## src/rtl/beam_trig_pkg.sv

```systemverilog
`default_nettype none
// ============================================================================
// Module      : beam_trig_pkg
// Description : Shared constants and the sequencer state encoding for the
//               beamformer trigger threshold-load path.
//               c_THRESH_W       - default threshold width
//               c_DEFAULT_THRESH - value every shadow threshold resets to
//               beam_seq_state_e - IDLE / LOAD / UPDATE / DONE
// Revision    : 1.0 - initial release
// ============================================================================
package beam_trig_pkg;

  localparam int unsigned c_THRESH_W       = 18;
  localparam int unsigned c_DEFAULT_THRESH = 9000;

  typedef enum logic [1:0] {
    IDLE   = 2'd0,
    LOAD   = 2'd1,
    UPDATE = 2'd2,
    DONE   = 2'd3
  } beam_seq_state_e;

endpackage : beam_trig_pkg
`default_nettype wire

```

## src/rtl/prio_onehot_enc.sv

```systemverilog
`default_nettype none
// ============================================================================
// Module      : prio_onehot_enc
// Description : Lowest-set-bit priority encoder.
//               req_i    - request vector
//               idx_o    - index of the lowest set bit (0 when none set)
//               onehot_o - the lowest set bit isolated as a one-hot vector
//               valid_o  - at least one request bit is set
// Revision    : 1.0 - initial release
// ============================================================================
module prio_onehot_enc #(
  parameter int unsigned NBEAMS = 8,
  parameter int unsigned IDX_W  = (NBEAMS > 1) ? $clog2(NBEAMS) : 1
) (
  input  logic [NBEAMS-1:0] req_i,
  output logic [IDX_W-1:0]  idx_o,
  output logic [NBEAMS-1:0] onehot_o,
  output logic              valid_o
);

  // Scan from the top down so the lowest set bit is the last to assign.
  always_comb begin
    idx_o = '0;
    for (int i = NBEAMS - 1; i >= 0; i--) begin
      if (req_i[i]) begin
        idx_o = IDX_W'(i);
      end
    end
  end

  // Two's-complement trick: x & -x keeps only the lowest set bit.
  assign onehot_o = req_i & (~req_i + NBEAMS'(1));
  assign valid_o  = |req_i;

endmodule : prio_onehot_enc
`default_nettype wire

```

## src/rtl/beam_threshold_sequencer.sv

```systemverilog
`default_nettype none
// ============================================================================
// Module      : beam_threshold_sequencer
// Description : Keeps a shadow bank of per-beam thresholds and, on an apply,
//               streams only the changed ones into the beamformer (one beam
//               per cycle, one-hot load enable) followed by a single commit
//               pulse so all new thresholds take effect together.
// Ports       : clk_i        - system clock
//               rst_ni       - asynchronous active-low reset
//               wr_valid_i   - shadow write strobe
//               wr_beam_i    - beam index for the write
//               wr_data_i    - threshold value to write
//               apply_req_i  - level request to push dirty thresholds
//               apply_ack_o  - one-cycle pulse: request accepted
//               busy_o       - sequence in progress
//               done_o       - one-cycle pulse the cycle after update_o
//               dirty_o      - beams written but not yet applied
//               thresh_o     - threshold value to the beamformer
//               thresh_ce_o  - one-hot per-beam load enable
//               update_o     - commit pulse to the beamformer
// Revision    : 1.0 - initial release
// ============================================================================
module beam_threshold_sequencer
  import beam_trig_pkg::*;
#(
  parameter int unsigned NBEAMS         = 8,
  parameter int unsigned THRESH_W       = c_THRESH_W,
  parameter int unsigned DEFAULT_THRESH = c_DEFAULT_THRESH,
  parameter bit          AUTO_INIT      = 1'b1
) (
  input  logic                      clk_i,
  input  logic                      rst_ni,
  input  logic                      wr_valid_i,
  input  logic [$clog2(NBEAMS)-1:0] wr_beam_i,
  input  logic [THRESH_W-1:0]       wr_data_i,
  input  logic                      apply_req_i,
  output logic                      apply_ack_o,
  output logic                      busy_o,
  output logic                      done_o,
  output logic [NBEAMS-1:0]         dirty_o,
  output logic [THRESH_W-1:0]       thresh_o,
  output logic [NBEAMS-1:0]         thresh_ce_o,
  output logic                      update_o
);

  localparam int unsigned c_BEAM_W = $clog2(NBEAMS);

  beam_seq_state_e     r_state;
  logic [THRESH_W-1:0] r_shadow [NBEAMS];
  logic [NBEAMS-1:0]   r_dirty;
  logic [NBEAMS-1:0]   r_work;
  logic                r_init_pending;
  logic                r_apply_ack;
  logic                r_busy;
  logic                r_done;
  logic                r_update;
  logic [THRESH_W-1:0] r_thresh;
  logic [NBEAMS-1:0]   r_thresh_ce;

  logic                w_wr_in_range;
  logic                w_wr_hit;
  logic [NBEAMS-1:0]   w_wr_set;
  logic                w_take;
  logic [NBEAMS-1:0]   w_dirty_next;
  logic [c_BEAM_W-1:0] w_idx;
  logic [NBEAMS-1:0]   w_onehot;
  logic                w_valid;
  logic [NBEAMS-1:0]   w_work_rem;

  // With a power-of-two beam count every encodable index is a real beam.
  generate
    if ((1 << c_BEAM_W) == NBEAMS) begin : g_full_range
      assign w_wr_in_range = 1'b1;
    end else begin : g_part_range
      assign w_wr_in_range = (32'(wr_beam_i) < NBEAMS);
    end
  endgenerate

  assign w_wr_hit = wr_valid_i & w_wr_in_range;
  assign w_wr_set = w_wr_hit ? (NBEAMS'(1) << wr_beam_i) : '0;

  // The auto-init apply is a one-shot on the first cycle out of reset.
  assign w_take = (r_state == IDLE) && (apply_req_i || r_init_pending);

  // Snapshot clears the pending bits, but a write landing on the same edge
  // must survive so it is picked up by the next apply.
  assign w_dirty_next = w_take ? w_wr_set : (r_dirty | w_wr_set);

  prio_onehot_enc #(
    .NBEAMS (NBEAMS),
    .IDX_W  (c_BEAM_W)
  ) u_prio (
    .req_i    (r_work),
    .idx_o    (w_idx),
    .onehot_o (w_onehot),
    .valid_o  (w_valid)
  );

  assign w_work_rem = r_work & ~w_onehot;

  always_ff @(posedge clk_i or negedge rst_ni) begin
    if (!rst_ni) begin
      for (int b = 0; b < NBEAMS; b++) begin
        r_shadow[b] <= THRESH_W'(DEFAULT_THRESH);
      end
    end else if (w_wr_hit) begin
      r_shadow[wr_beam_i] <= wr_data_i;
    end
  end

  always_ff @(posedge clk_i or negedge rst_ni) begin
    if (!rst_ni) begin
      r_state        <= IDLE;
      r_dirty        <= '1;
      r_work         <= '0;
      r_init_pending <= AUTO_INIT;
      r_apply_ack    <= 1'b0;
      r_busy         <= 1'b0;
      r_done         <= 1'b0;
      r_update       <= 1'b0;
      r_thresh       <= '0;
      r_thresh_ce    <= '0;
    end else begin
      r_dirty        <= w_dirty_next;
      r_init_pending <= 1'b0;
      r_apply_ack    <= 1'b0;
      r_done         <= 1'b0;
      r_update       <= 1'b0;
      r_thresh_ce    <= '0;
      // Busy covers LOAD/UPDATE/DONE as seen one cycle later, which places
      // it from the cycle after ack through the done cycle.
      r_busy         <= (r_state != IDLE);

      case (r_state)
        IDLE: begin
          if (w_take) begin
            r_apply_ack <= apply_req_i;
            r_work      <= r_dirty;
            // Nothing to stream: commit on the very next cycle.
            r_state     <= (|r_dirty) ? LOAD : UPDATE;
          end
        end
        LOAD: begin
          if (w_valid) begin
            r_thresh    <= r_shadow[w_idx];
            r_thresh_ce <= w_onehot;
          end
          r_work <= w_work_rem;
          if (w_work_rem == '0) begin
            r_state <= UPDATE;
          end
        end
        UPDATE: begin
          r_update <= 1'b1;
          r_state  <= DONE;
        end
        DONE: begin
          r_done  <= 1'b1;
          r_state <= IDLE;
        end
        default: begin
          r_state <= IDLE;
        end
      endcase
    end
  end

  assign apply_ack_o = r_apply_ack;
  assign busy_o      = r_busy;
  assign done_o      = r_done;
  assign dirty_o     = r_dirty;
  assign thresh_o    = r_thresh;
  assign thresh_ce_o = r_thresh_ce;
  assign update_o    = r_update;

endmodule : beam_threshold_sequencer
`default_nettype wire

```

## config.mk

```make
export PLATFORM = sky130hd
export DESIGN_NAME = beam_threshold_sequencer
export DESIGN_NICKNAME = d
export VERILOG_FILES = /design/src/rtl/beam_trig_pkg.sv /design/src/rtl/prio_onehot_enc.sv /design/src/rtl/beam_threshold_sequencer.sv
export SDC_FILE = /design/constraint.sdc
export NUM_CORES = 1
export LEC_CHECK = 0
export ABC_AREA = 1
export BUFFER_PORTS_ARGS = -buffer_cell sky130_fd_sc_hd__buf_4
export CORE_AREA = 2 2 128 118
export DETAILED_ROUTE_END_ITERATION = 10
export DIE_AREA = 0 0 130 120
export PLACE_DENSITY = 0.84
export RECOVER_POWER = 25
export REMOVE_ABC_BUFFERS = 1
export SLEW_MARGIN = 20
export SYNTH_ARGS = -nofsm -noshare
export SYNTH_HDL_FRONTEND = slang
export SYNTH_SLANG_ARGS = --single-unit
```

## constraint.sdc

```tcl
create_clock -name clk_i -period 4.22 [get_ports clk_i]
set_input_delay 0.211 -clock clk_i [delete_from_list [all_inputs] [get_ports clk_i]]
set_output_delay 0.211 -clock clk_i [all_outputs]
set_load 0.005 [all_outputs]
```

==> flow_metrics.tcl <==
set metrics [dict create \
    violations "capacitance limit, slew limit" \
    grt_pass1_wl_um 37400 \
    hold_depth 3 \
    worst_setup_path_end_kind "flop" \
    vias_per_cell 5.60 \
    synth.top_cells.by_area "dfrtp_1 (40%), dfstp_2 (14%), nand2_1 (13%)" \
    worstReg2RegStart "r_state[1]" \
    final_cell_mix "nand2_1 (320), nand3_1 (184), o21ai_0 (164), inv_1 (155), dfrtp_1 (144)" \
    synth_top_cell_by_area "dfrtp_1" \
    dieArea_sq_um 15600 \
    start_util 0.633 \
    antenna_found_initial 0 \
    fmax_mhz 368 \
    worst-path-max-fanout 18 \
    async_reset_ff_frac 1.00 \
    io_buffers 62 \
    rr_worst_depth 8 \
    r2r_slack_ns 1.50 \
    finClkSkew_ns 0.00789 \
    cts-htree-levels 4 \
    finish.instance_area_sq_um 10400 \
    synth_cell_types 31 \
    worstSetupPathType "flop to flop" \
    finalSetupViolations 0 \
    critPathLaunchType "flop" \
    finalCritPeriodShare 0.644 \
    rsz0062_at_grt "false" \
    grt_max_degree 135 \
    hp-start "wr_data_i[10]" \
    fin_ws_ns 1.50 \
    final_common_cell "nand2_1" \
    finalSetupTns_ns 0 \
    grt_usage 0.308 \
    arrival_ns 3.04 \
    ys_ff_latch 193 \
    synth-edff-count 0 \
    yosys.area.top_type_share 0.397 \
    io_pins 63 \
    routed_wl_um 22400 \
    hold_violations 0 \
    clkTransAtPathRegs_ns 0.07 \
    cp.required_ns 4.54 \
    outcome "finished, violations left" \
    diodes 0 \
    drc 0 \
    worst_pin_slew_ns 1.86 \
    first_iter_violations 1060 \
    reg2reg_to "thresh_o[2]" \
    final_nets 1211 \
    drive_above_1_share 0.136 \
    max_cap_viol_count 7 \
    yosysSeqAreaShare 0.539 \
    preCtsSetupSlack_ns 1.69 \
    num_vias 7800 \
    drtPass1Iterations 5 \
    dp_hpwl_um 11800 \
    routedWlPerCell_um 16.1 \
    avgSynthCellArea_sq_um 8.02 \
    fp.dieW_um 130 \
    postPlaceCellArea_sq_um 9610 \
    root_buffer "clkbuf_16" \
    power_density_nw_per_um2 765 \
    overflow 0 \
    place.gp.congestion 0.896 \
    synth_area_sq_um 9080 \
    power.total_mw 7.98 \
    whs_endpoint "r_shadow[10]" \
    synth_cells 1132 \
    ant_nets 0 \
    coreArea_sq_um 14300 \
    clock_path_buffers 2 \
    synth_warnings 0 \
    drv_slew 265 \
    p_leak_nw 5.27 \
    fp.dieH_um 120 \
    cts_hold_buf 15 \
    core.rowCount 42 \
    clock_latency_ns 0.44 \
    cts.sinks 193 \
    numCtsBuffers 17 \
    ys.flop_type "dfrtp_1" \
    area_growth_pct 14.9 \
    postCtsSetupBuffers 0 \
    slew_headroom -0.241 \
    first_global_vias 7525 \
    cts-resized-gates 0 \
    ir_drop_mv 0.952 \
    hold_class "input port to flop" \
    fin_crit_ns 2.72 \
    cts_tree "yes" \
]
[cell families (layout without fill, tap and decap cells)]
logic type	after synthesis	after routing	share of synthesized area
DFF	193	193	0.539
other	1	1	0.000413
and+or+nand+nor	536	536	0.255
adders and majority gates	4	4	0.00551
buffers and inverters	220	283	0.100
AOI/OAI and AO/OA	178	178	0.100
[worst max-delay path: stages (launching register included)]
cell and delay [ns]:
dfrtp_1 0.42, inv_1 0.10, ha_1 0.45, inv_1 0.32, a21oi_2 0.54, buf_4 0.34
inv_2 0.20, nand2_1 0.15, nand2_1 0.07
[Yosys cell counts, types with 2 or more instances]
cell,count
dfstp_2,49
buf_2,17
nand2_4,2
nand4_1,2
a21oi_1,6
buf_1,2
ha_1,4
buf_4,10
nand3_1,185
buf_6,3
dfrtp_1,144
nor2_1,11
inv_1,156
nor4_1,2
clkbuf_1,27
nand3b_1,2
nor2_2,2
nand2_1,320
nor2_4,3
o21ai_0,164
inv_2,4
nor3_1,6
o21ai_1,3
[layout make-up]
class	count	area, sq um
clock buffer	23	488
clock inverter	9	224
fill	1088	3920
inverter	161	607
multi-input combinational	719	3290
sequential	193	4890
tap	198	248
timing repair buffer	90	683
[metal layers]
metal	global-route usage	up-vias	routed length (um)
met5	0	-	0
met4	0.0995	0	341
met3	0.0749	40	1650
met2	0.492	357	11000
met1	0.418	3706	9470
li1	-	3697	-
[how the worst max path moves through the flow]
stage / cells after the start / to / startpoint / slack, ns
floorplan: 8 / thresh_o[0] / r_work[0] / 1.51
global placement: 8 / thresh_o[14] / r_state[1] / 1.78
detailed placement: 8 / thresh_o[2] / r_state[1] / 1.69
CTS: 8 / thresh_o[2] / r_state[1] / 1.62
global route: 8 / thresh_o[2] / r_state[1] / 1.42
finish: 8 / thresh_o[2] / r_state[1] / 1.50
[where the power goes]
group          total [mW]  internal [mW]  switching (mW)
logic                3.41           1.12            2.29
clock network        1.92           1.24           0.685
registers            2.66           2.36           0.292
[state kept, by name (all words and copies together), names as in the netlist]
signal and count:
dirty_o 8, r_init_pending 1, r_state 2, apply_ack_o 1
done_o 1, r_shadow 144, thresh_ce_o 8, r_work 8
update_o 1, thresh_o 18, busy_o 1
[per-stage QoR]
step	hold slack [ns]	util	instances
6_report	0.000282	0.727	1393
5_1_grt	0.00285	0.727	1393
4_1_cts	0.00197	0.730	1393
3_5_place_dp	0.427	0.670	1346
3_3_place_gp	0.421	0.670	1346
2_1_floorplan	-0.0846	-	1073
No activity file was read; power rests on OpenSTA's default activity.
